`src/rtl/sim_run_controller.sv`:
```
// -----------------------------------------------------------------------------
// sim_run_controller
//
// Sequenced run controller for CPU simulation and FPGA bring-up. Holds the
// attached CPU(s) in reset for RST_CYCLES cycles, releases them, counts run
// cycles, watches every core's retire port for ECALL/EBREAK and reports
// pass / fail / timeout together with an exit code and the cycle count.
//
// Ports
//   clk          in   system clock, all logic on the rising edge
//   rst          in   synchronous, active-low reset
//   start        in   one-cycle pulse, begins a run from IDLE or DONE
//   instr        in   NUM_CORES*32 retired instructions, core i at [32i+31:32i]
//   instr_valid  in   NUM_CORES per-core retire strobes
//   exit_code    in   NUM_CORES*8 per-core a0[7:0], latched on halt
//   cpu_rst      out  active-high reset to the CPU instances
//   running      out  high while in RUN
//   done         out  high while in DONE
//   pass         out  all cores halted with exit code 0 (valid with done)
//   timeout      out  run ended by the cycle limit (valid with done)
//   halted       out  NUM_CORES sticky per-core halt flags
//   fail_code    out  exit code of the lowest-index core with nonzero code
//   cycle_count  out  RUN cycles elapsed (first RUN cycle shows 0)
// -----------------------------------------------------------------------------
module sim_run_controller #(
  parameter int NUM_CORES  = 1,
  parameter int RST_CYCLES = 4,
  parameter int TIMEOUT    = 1000,
  parameter int CNT_W      = 32
) (
  input  logic                   clk,
  input  logic                   rst,
  input  logic                   start,
  input  logic [NUM_CORES*32-1:0] instr,
  input  logic [NUM_CORES-1:0]   instr_valid,
  input  logic [NUM_CORES*8-1:0] exit_code,
  output logic                   cpu_rst,
  output logic                   running,
  output logic                   done,
  output logic                   pass,
  output logic                   timeout,
  output logic [NUM_CORES-1:0]   halted,
  output logic [7:0]             fail_code,
  output logic [CNT_W-1:0]       cycle_count
);

  localparam logic [31:0] ECALL  = 32'h0000_0073;
  localparam logic [31:0] EBREAK = 32'h0010_0073;

  // The reset counter is loaded with RST_CYCLES-1 and counts down to zero,
  // so RESET lasts exactly RST_CYCLES cycles.
  localparam int              RC_W     = (RST_CYCLES > 1) ? $clog2(RST_CYCLES) : 1;
  localparam logic [RC_W-1:0] RC_LOAD  = RC_W'(RST_CYCLES - 1);
  localparam logic [CNT_W-1:0] CNT_LAST = CNT_W'(TIMEOUT - 1);

  typedef enum logic [1:0] {
    S_IDLE,
    S_RESET,
    S_RUN,
    S_DONE
  } state_e;

  state_e                 state_q, state_d;
  logic [RC_W-1:0]        rst_cnt_q, rst_cnt_d;
  logic                   cpu_rst_q, cpu_rst_d;
  logic                   running_q, running_d;
  logic                   done_q, done_d;
  logic                   pass_q, pass_d;
  logic                   timeout_q, timeout_d;
  logic [NUM_CORES-1:0]   halted_q, halted_d;
  logic [7:0]             fail_code_q, fail_code_d;
  logic [CNT_W-1:0]       cycle_count_q, cycle_count_d;
  logic [7:0]             codes_q [NUM_CORES];
  logic [7:0]             codes_d [NUM_CORES];

  logic [NUM_CORES-1:0]   new_halt;
  logic [NUM_CORES-1:0]   halted_run;
  logic [7:0]             final_code;

  // ---------------------------------------------------------------------------
  // Halt detection and exit-code selection
  // ---------------------------------------------------------------------------
  // NOTE: every signal written in an always_comb gets a default at the top of
  // the block; a path that leaves one unassigned would infer a latch.
  always_comb begin
    new_halt   = '0;
    final_code = '0;
    for (int i = 0; i < NUM_CORES; i++) begin
      // Only the first halt of each core counts, and only while running.
      if (state_q == S_RUN && !halted_q[i] && instr_valid[i] &&
          (instr[32*i +: 32] == ECALL || instr[32*i +: 32] == EBREAK)) begin
        new_halt[i] = 1'b1;
      end
    end
    halted_run = halted_q | new_halt;
    for (int i = 0; i < NUM_CORES; i++) begin
      codes_d[i] = new_halt[i] ? exit_code[8*i +: 8] : codes_q[i];
    end
    // Walk from the top index down so the lowest nonzero core wins; codes of
    // cores that never halted are stale and must not contribute.
    for (int i = NUM_CORES - 1; i >= 0; i--) begin
      if (halted_run[i] && codes_d[i] != 8'h00) begin
        final_code = codes_d[i];
      end
    end
  end

  // ---------------------------------------------------------------------------
  // Next-state logic
  // ---------------------------------------------------------------------------
  // NOTE: combinational blocks use blocking (=) assignments so later lines see
  // earlier results within the same evaluation; flops use non-blocking (<=).
  always_comb begin
    state_d       = state_q;
    rst_cnt_d     = rst_cnt_q;
    cpu_rst_d     = cpu_rst_q;
    running_d     = running_q;
    done_d        = done_q;
    pass_d        = pass_q;
    timeout_d     = timeout_q;
    halted_d      = halted_q;
    fail_code_d   = fail_code_q;
    cycle_count_d = cycle_count_q;

    unique case (state_q)
      S_IDLE, S_DONE: begin
        // DONE keeps the CPUs frozen and results visible until the next start.
        if (start) begin
          state_d       = S_RESET;
          rst_cnt_d     = RC_LOAD;
          cpu_rst_d     = 1'b1;
          done_d        = 1'b0;
          pass_d        = 1'b0;
          timeout_d     = 1'b0;
          halted_d      = '0;
          fail_code_d   = '0;
          cycle_count_d = '0;
        end
      end

      S_RESET: begin
        if (rst_cnt_q == '0) begin
          state_d       = S_RUN;
          cpu_rst_d     = 1'b0;
          running_d     = 1'b1;
          cycle_count_d = '0;
        end else begin
          rst_cnt_d = rst_cnt_q - RC_W'(1);
        end
      end

      S_RUN: begin
        halted_d = halted_run;
        // A final halt on the last allowed cycle beats the timeout.
        if (&halted_run) begin
          state_d     = S_DONE;
          running_d   = 1'b0;
          done_d      = 1'b1;
          cpu_rst_d   = 1'b1;
          pass_d      = (final_code == 8'h00);
          timeout_d   = 1'b0;
          fail_code_d = final_code;
        end else if (cycle_count_q == CNT_LAST) begin
          state_d     = S_DONE;
          running_d   = 1'b0;
          done_d      = 1'b1;
          cpu_rst_d   = 1'b1;
          pass_d      = 1'b0;
          timeout_d   = 1'b1;
          fail_code_d = final_code;
        end else if (cycle_count_q != '1) begin
          cycle_count_d = cycle_count_q + CNT_W'(1);
        end
      end

      default: begin
        state_d   = S_IDLE;
        cpu_rst_d = 1'b1;
        running_d = 1'b0;
        done_d    = 1'b0;
      end
    endcase
  end

  // ---------------------------------------------------------------------------
  // State and output registers
  // ---------------------------------------------------------------------------
  always_ff @(posedge clk) begin
    if (!rst) begin
      state_q       <= S_IDLE;
      rst_cnt_q     <= '0;
      cpu_rst_q     <= 1'b1;
      running_q     <= 1'b0;
      done_q        <= 1'b0;
      pass_q        <= 1'b0;
      timeout_q     <= 1'b0;
      halted_q      <= '0;
      fail_code_q   <= '0;
      cycle_count_q <= '0;
    end else begin
      state_q       <= state_d;
      rst_cnt_q     <= rst_cnt_d;
      cpu_rst_q     <= cpu_rst_d;
      running_q     <= running_d;
      done_q        <= done_d;
      pass_q        <= pass_d;
      timeout_q     <= timeout_d;
      halted_q      <= halted_d;
      fail_code_q   <= fail_code_d;
      cycle_count_q <= cycle_count_d;
    end
  end

  // NOTE: the latched exit codes are storage, not control state, and carry no
  // reset; they are only ever read qualified by the halted flags, which are.
  always_ff @(posedge clk) begin
    codes_q <= codes_d;
  end

  assign cpu_rst     = cpu_rst_q;
  assign running     = running_q;
  assign done        = done_q;
  assign pass        = pass_q;
  assign timeout     = timeout_q;
  assign halted      = halted_q;
  assign fail_code   = fail_code_q;
  assign cycle_count = cycle_count_q;

endmodule

```
`config.mk`:
```
export PLATFORM = sky130hd
export DESIGN_NAME = sim_run_controller
export DESIGN_NICKNAME = d
export VERILOG_FILES = /design/src/rtl/sim_run_controller.sv
export SDC_FILE = /design/constraint.sdc
export NUM_CORES = 1
export LEC_CHECK = 0
export BUFFER_PORTS_ARGS = -buffer_cell sky130_fd_sc_hd__buf_2
export CORE_MARGIN = 5
export CORE_UTILIZATION = 30
export CTS_CLUSTER_SIZE = 25
export DETAILED_ROUTE_END_ITERATION = 10
export PLACE_DENSITY = 0.59
export SLEW_MARGIN = 30
export SYNTH_ARGS = -nofsm -noshare
export SYNTH_HDL_FRONTEND = slang
export SYNTH_SLANG_ARGS = --single-unit
```
`constraint.sdc`:
```
create_clock -name clk -period 2.17 [get_ports clk]
set_clock_uncertainty 0.05 [all_clocks]
set_input_delay 0.434 -clock clk [delete_from_list [all_inputs] [get_ports clk]]
set_output_delay 0.434 -clock clk [all_outputs]
set_load 0.01 [all_outputs]
```
==> metrics <==
post-synthesis register bit count=58; worst vdd rail ir drop=486 uV; status=complete, but fails checks; top cell type by total area after synthesis=dfxtp_1; worst path required time=around 2.4 ns; CP delay by family, top=simple AND/OR/NAND/NOR gates; Crit path buffers/inverters=3; gpl congestion=0.839; Synth top cells by count=58 x dfxtp_1, 30 x a21oi_1, 26 x nand2_1; worst skew pair latency=around 0.34 ns; I/O pin count=90; # clock sinks=58; maximum clock rate=0.453 GHz; CTS root buffer=clkbuf_8; Most used DFF post-synth=dfxtp_1; Detailed Place HPWL=7510 um; final-report hold violation count=0; H-tree levels=3; min-delay worst type=input port to flip-flop; XOR/XNOR Fraction of Synth Area=0%; Mean Syn Cell Area=8.93 sq um; max-slew violations=0; ANT nets after route=0; simple-gate share of the synthesized area=between 30% and 40%; sequential share of the synthesized area=38.0%; row count=36; RSZ-0062 raised after global routing=yes; TNS Setup=-0.138 ns; first-pass GRT wire length=16400 um; TritonCTS Buffers=9; post-synthesis mux area share=between 3 and 4%; Worst-Margin Slew=0.566 ns; total number of vias=roughly 3400; TritonCTS clock tree=built; CP max stage cell=or4_1; overall die height=111 um; synth-to-layout area growth=53.6%; top cell type's share of synthesized area=38.0%; # DRC=0; Async SR Flop Fraction=0%; main combinational cell family by area after synthesis=simple AND/OR/NAND/NOR gates; syn nets=391; setup violators final=7; worst-path fanout max=7; minimum clock period=2.21 ns; Remaining Overflow, GRT=0; EDFF count, synth=0; input/output buffers=between 80 and 90; relative slew slack=62.0%; LEAKAGE=2.03 nW; via/cell ratio=5.16; Pwr Density=701 nW/um^2; vias in the first global route=3435; Yosys cell types=61; Compound-Gate Fraction of Synth Area=20.6%; Tot GR Track Use=16.0%; Crit. End Element=flip-flop; Ant. Diodes=0; DRT iter0 DRCs=107; CP startpoint kind=flip-flop; DR pass1 iterations=4; CTS Buffer Depth=2; worst path cell trace=inv_2, ha_4, and4bb_4, nand4_4, nor3_4, buf_6, o31a_4, buf_12, or4_1, a21oi_2; initial antenna violation count=0; Core Area=9860 sq um; Synth Area in Adders=2.05%; WL final=10100 um; Total Nets Final=562; Worst Path Arrival=2.43 ns; ranking of synthesized cells by area=dfxtp_1 38%, a21oi_1 4.9%, nor4_1 3.5%, o31ai_1 3.4%, nand2_1 3.2%; fin crit share=102%; largest net degree at the start of global routing=19; initial core utilization=between 30% and 40%; WL per Instance=around 16 um; Final Worst Setup Slack=-0.0372 ns; Clock Pin Slew Worst Setup and Hold Paths=0.07 ns; Util after Layout=47.5%; most common cell in the netlist=dfxtp_1; violated checks=setup timing; Mapped Area=3050 sq um; die area=between 10000 and 15000 sq um; Chip Width=around 110 um; cells after synthesis=around 340; CP max stage delay=0.49 ns; Yosys warnings=0; max cap viols=0; layout cells sized above 1=51.5%; worst setup path category=flip-flop to flip-flop
-- area by class of cell --
cell class | count | area [sq um]
clock buffers | 13 | 149
clock inverters | 3 | 15.0
fillers | 962 | 5170
inverters | 9 | 33.8
multi-input cells | 259 | 1980
flip-flops and latches | 58 | 1170
well taps | 133 | 166
repair buffers | 176 | 1170
-- sequential cells by signal, indices dropped and copies added (netlist names) --
name         flops
cycle_count     32
codes_q          8
fail_code        8
rst_cnt_q        2
state_q          2
cpu_rst          1
done             1
halted           1
pass             1
running          1
timeout          1
-- per-stage QoR --
stage               worst slack (ns)  instance area (sq um)  total power, mW  cells  hold slack [ns]
CTS                          -0.0803                   4430             3.19    648            0.286
finish                       -0.0372                   4690             3.29    651            0.310
global placement              -0.228                   4170             2.25    626            0.389
detailed placement            -0.361                   4170             2.28    626            0.398
global route                  -0.104                   4690             3.51    651            0.289
floorplan                     0.0144                   3060             1.83    342            0.403
-- repair_timing --
action,CTS,global route
buffers inserted,6,2
gates resized for setup,11,58
pin swaps,7,23
setup endpoints to repair,34,40
hold buffers,0,0
cloned,0,1
-- cells by family (layout without fill, tap and decap cells) --
logic type                 Yosys count  after routing
and+or+nand+nor                    151            151
adders and majority gates            5              5
AOI/OAI and AO/OA                   94             94
buffers and inverters               25            201
DFF                                 58             58
muxes                                9              9
-- final timing paths --
check / slack [ns] / startpoint / cells after the start / end
setup reg to reg: -0.04 / state_q[0]$_SDFFE_PN0P_ / 10 / cycle_count[16]$_SDFFE_PN0P_
hold reg to reg: 0.41 / timeout$_SDFFE_PN0P_ / 2 / timeout$_SDFFE_PN0P_
setup / recovery: -0.04 / state_q[0]$_SDFFE_PN0P_ / 10 / cycle_count[16]$_SDFFE_PN0P_
hold / removal: 0.31 / exit_code[2] / 2 / codes_q[2]$_DFF_P_
-- layout by cell type, fill, tap and decap left out, drive strengths merged, types with 3 or more instances in the layout --
master and instances:
nand3b 3, and2 5, a22o 7, nand3 13
buf 175, nand4b 4, o31a 3, dfxtp 58
nand2 28, o211ai 3, nor2 16, o31ai 14
o21ai 17, a31oi 5, nor4 18, o21a 3
and3 7, ha 5, nand4 14, or4 12
a21oi 30, nor2b 3, mux2 9, or3 12
nor3 8, clkbuf 14, clkinv 3, inv 9
-- layer usage --
layer	wire length, um	part of all wire, %	up-vias	global-route usage (%)
met5	0	0	-	0
met4	116	1.1	0	3.45
met3	650	6.4	10	5.90
met2	5060	50	89	27.8
met1	4290	42	1591	19.0
li1	-	-	1666	-
-- power by group --
group / total, mW / internal [mW] / switching [mW]
clock network: 0.868 / 0.441 / 0.427
logic: 1.25 / 0.577 / 0.675
registers: 1.17 / 1.13 / 0.0383
No activity file was read; power rests on OpenSTA's default activity.
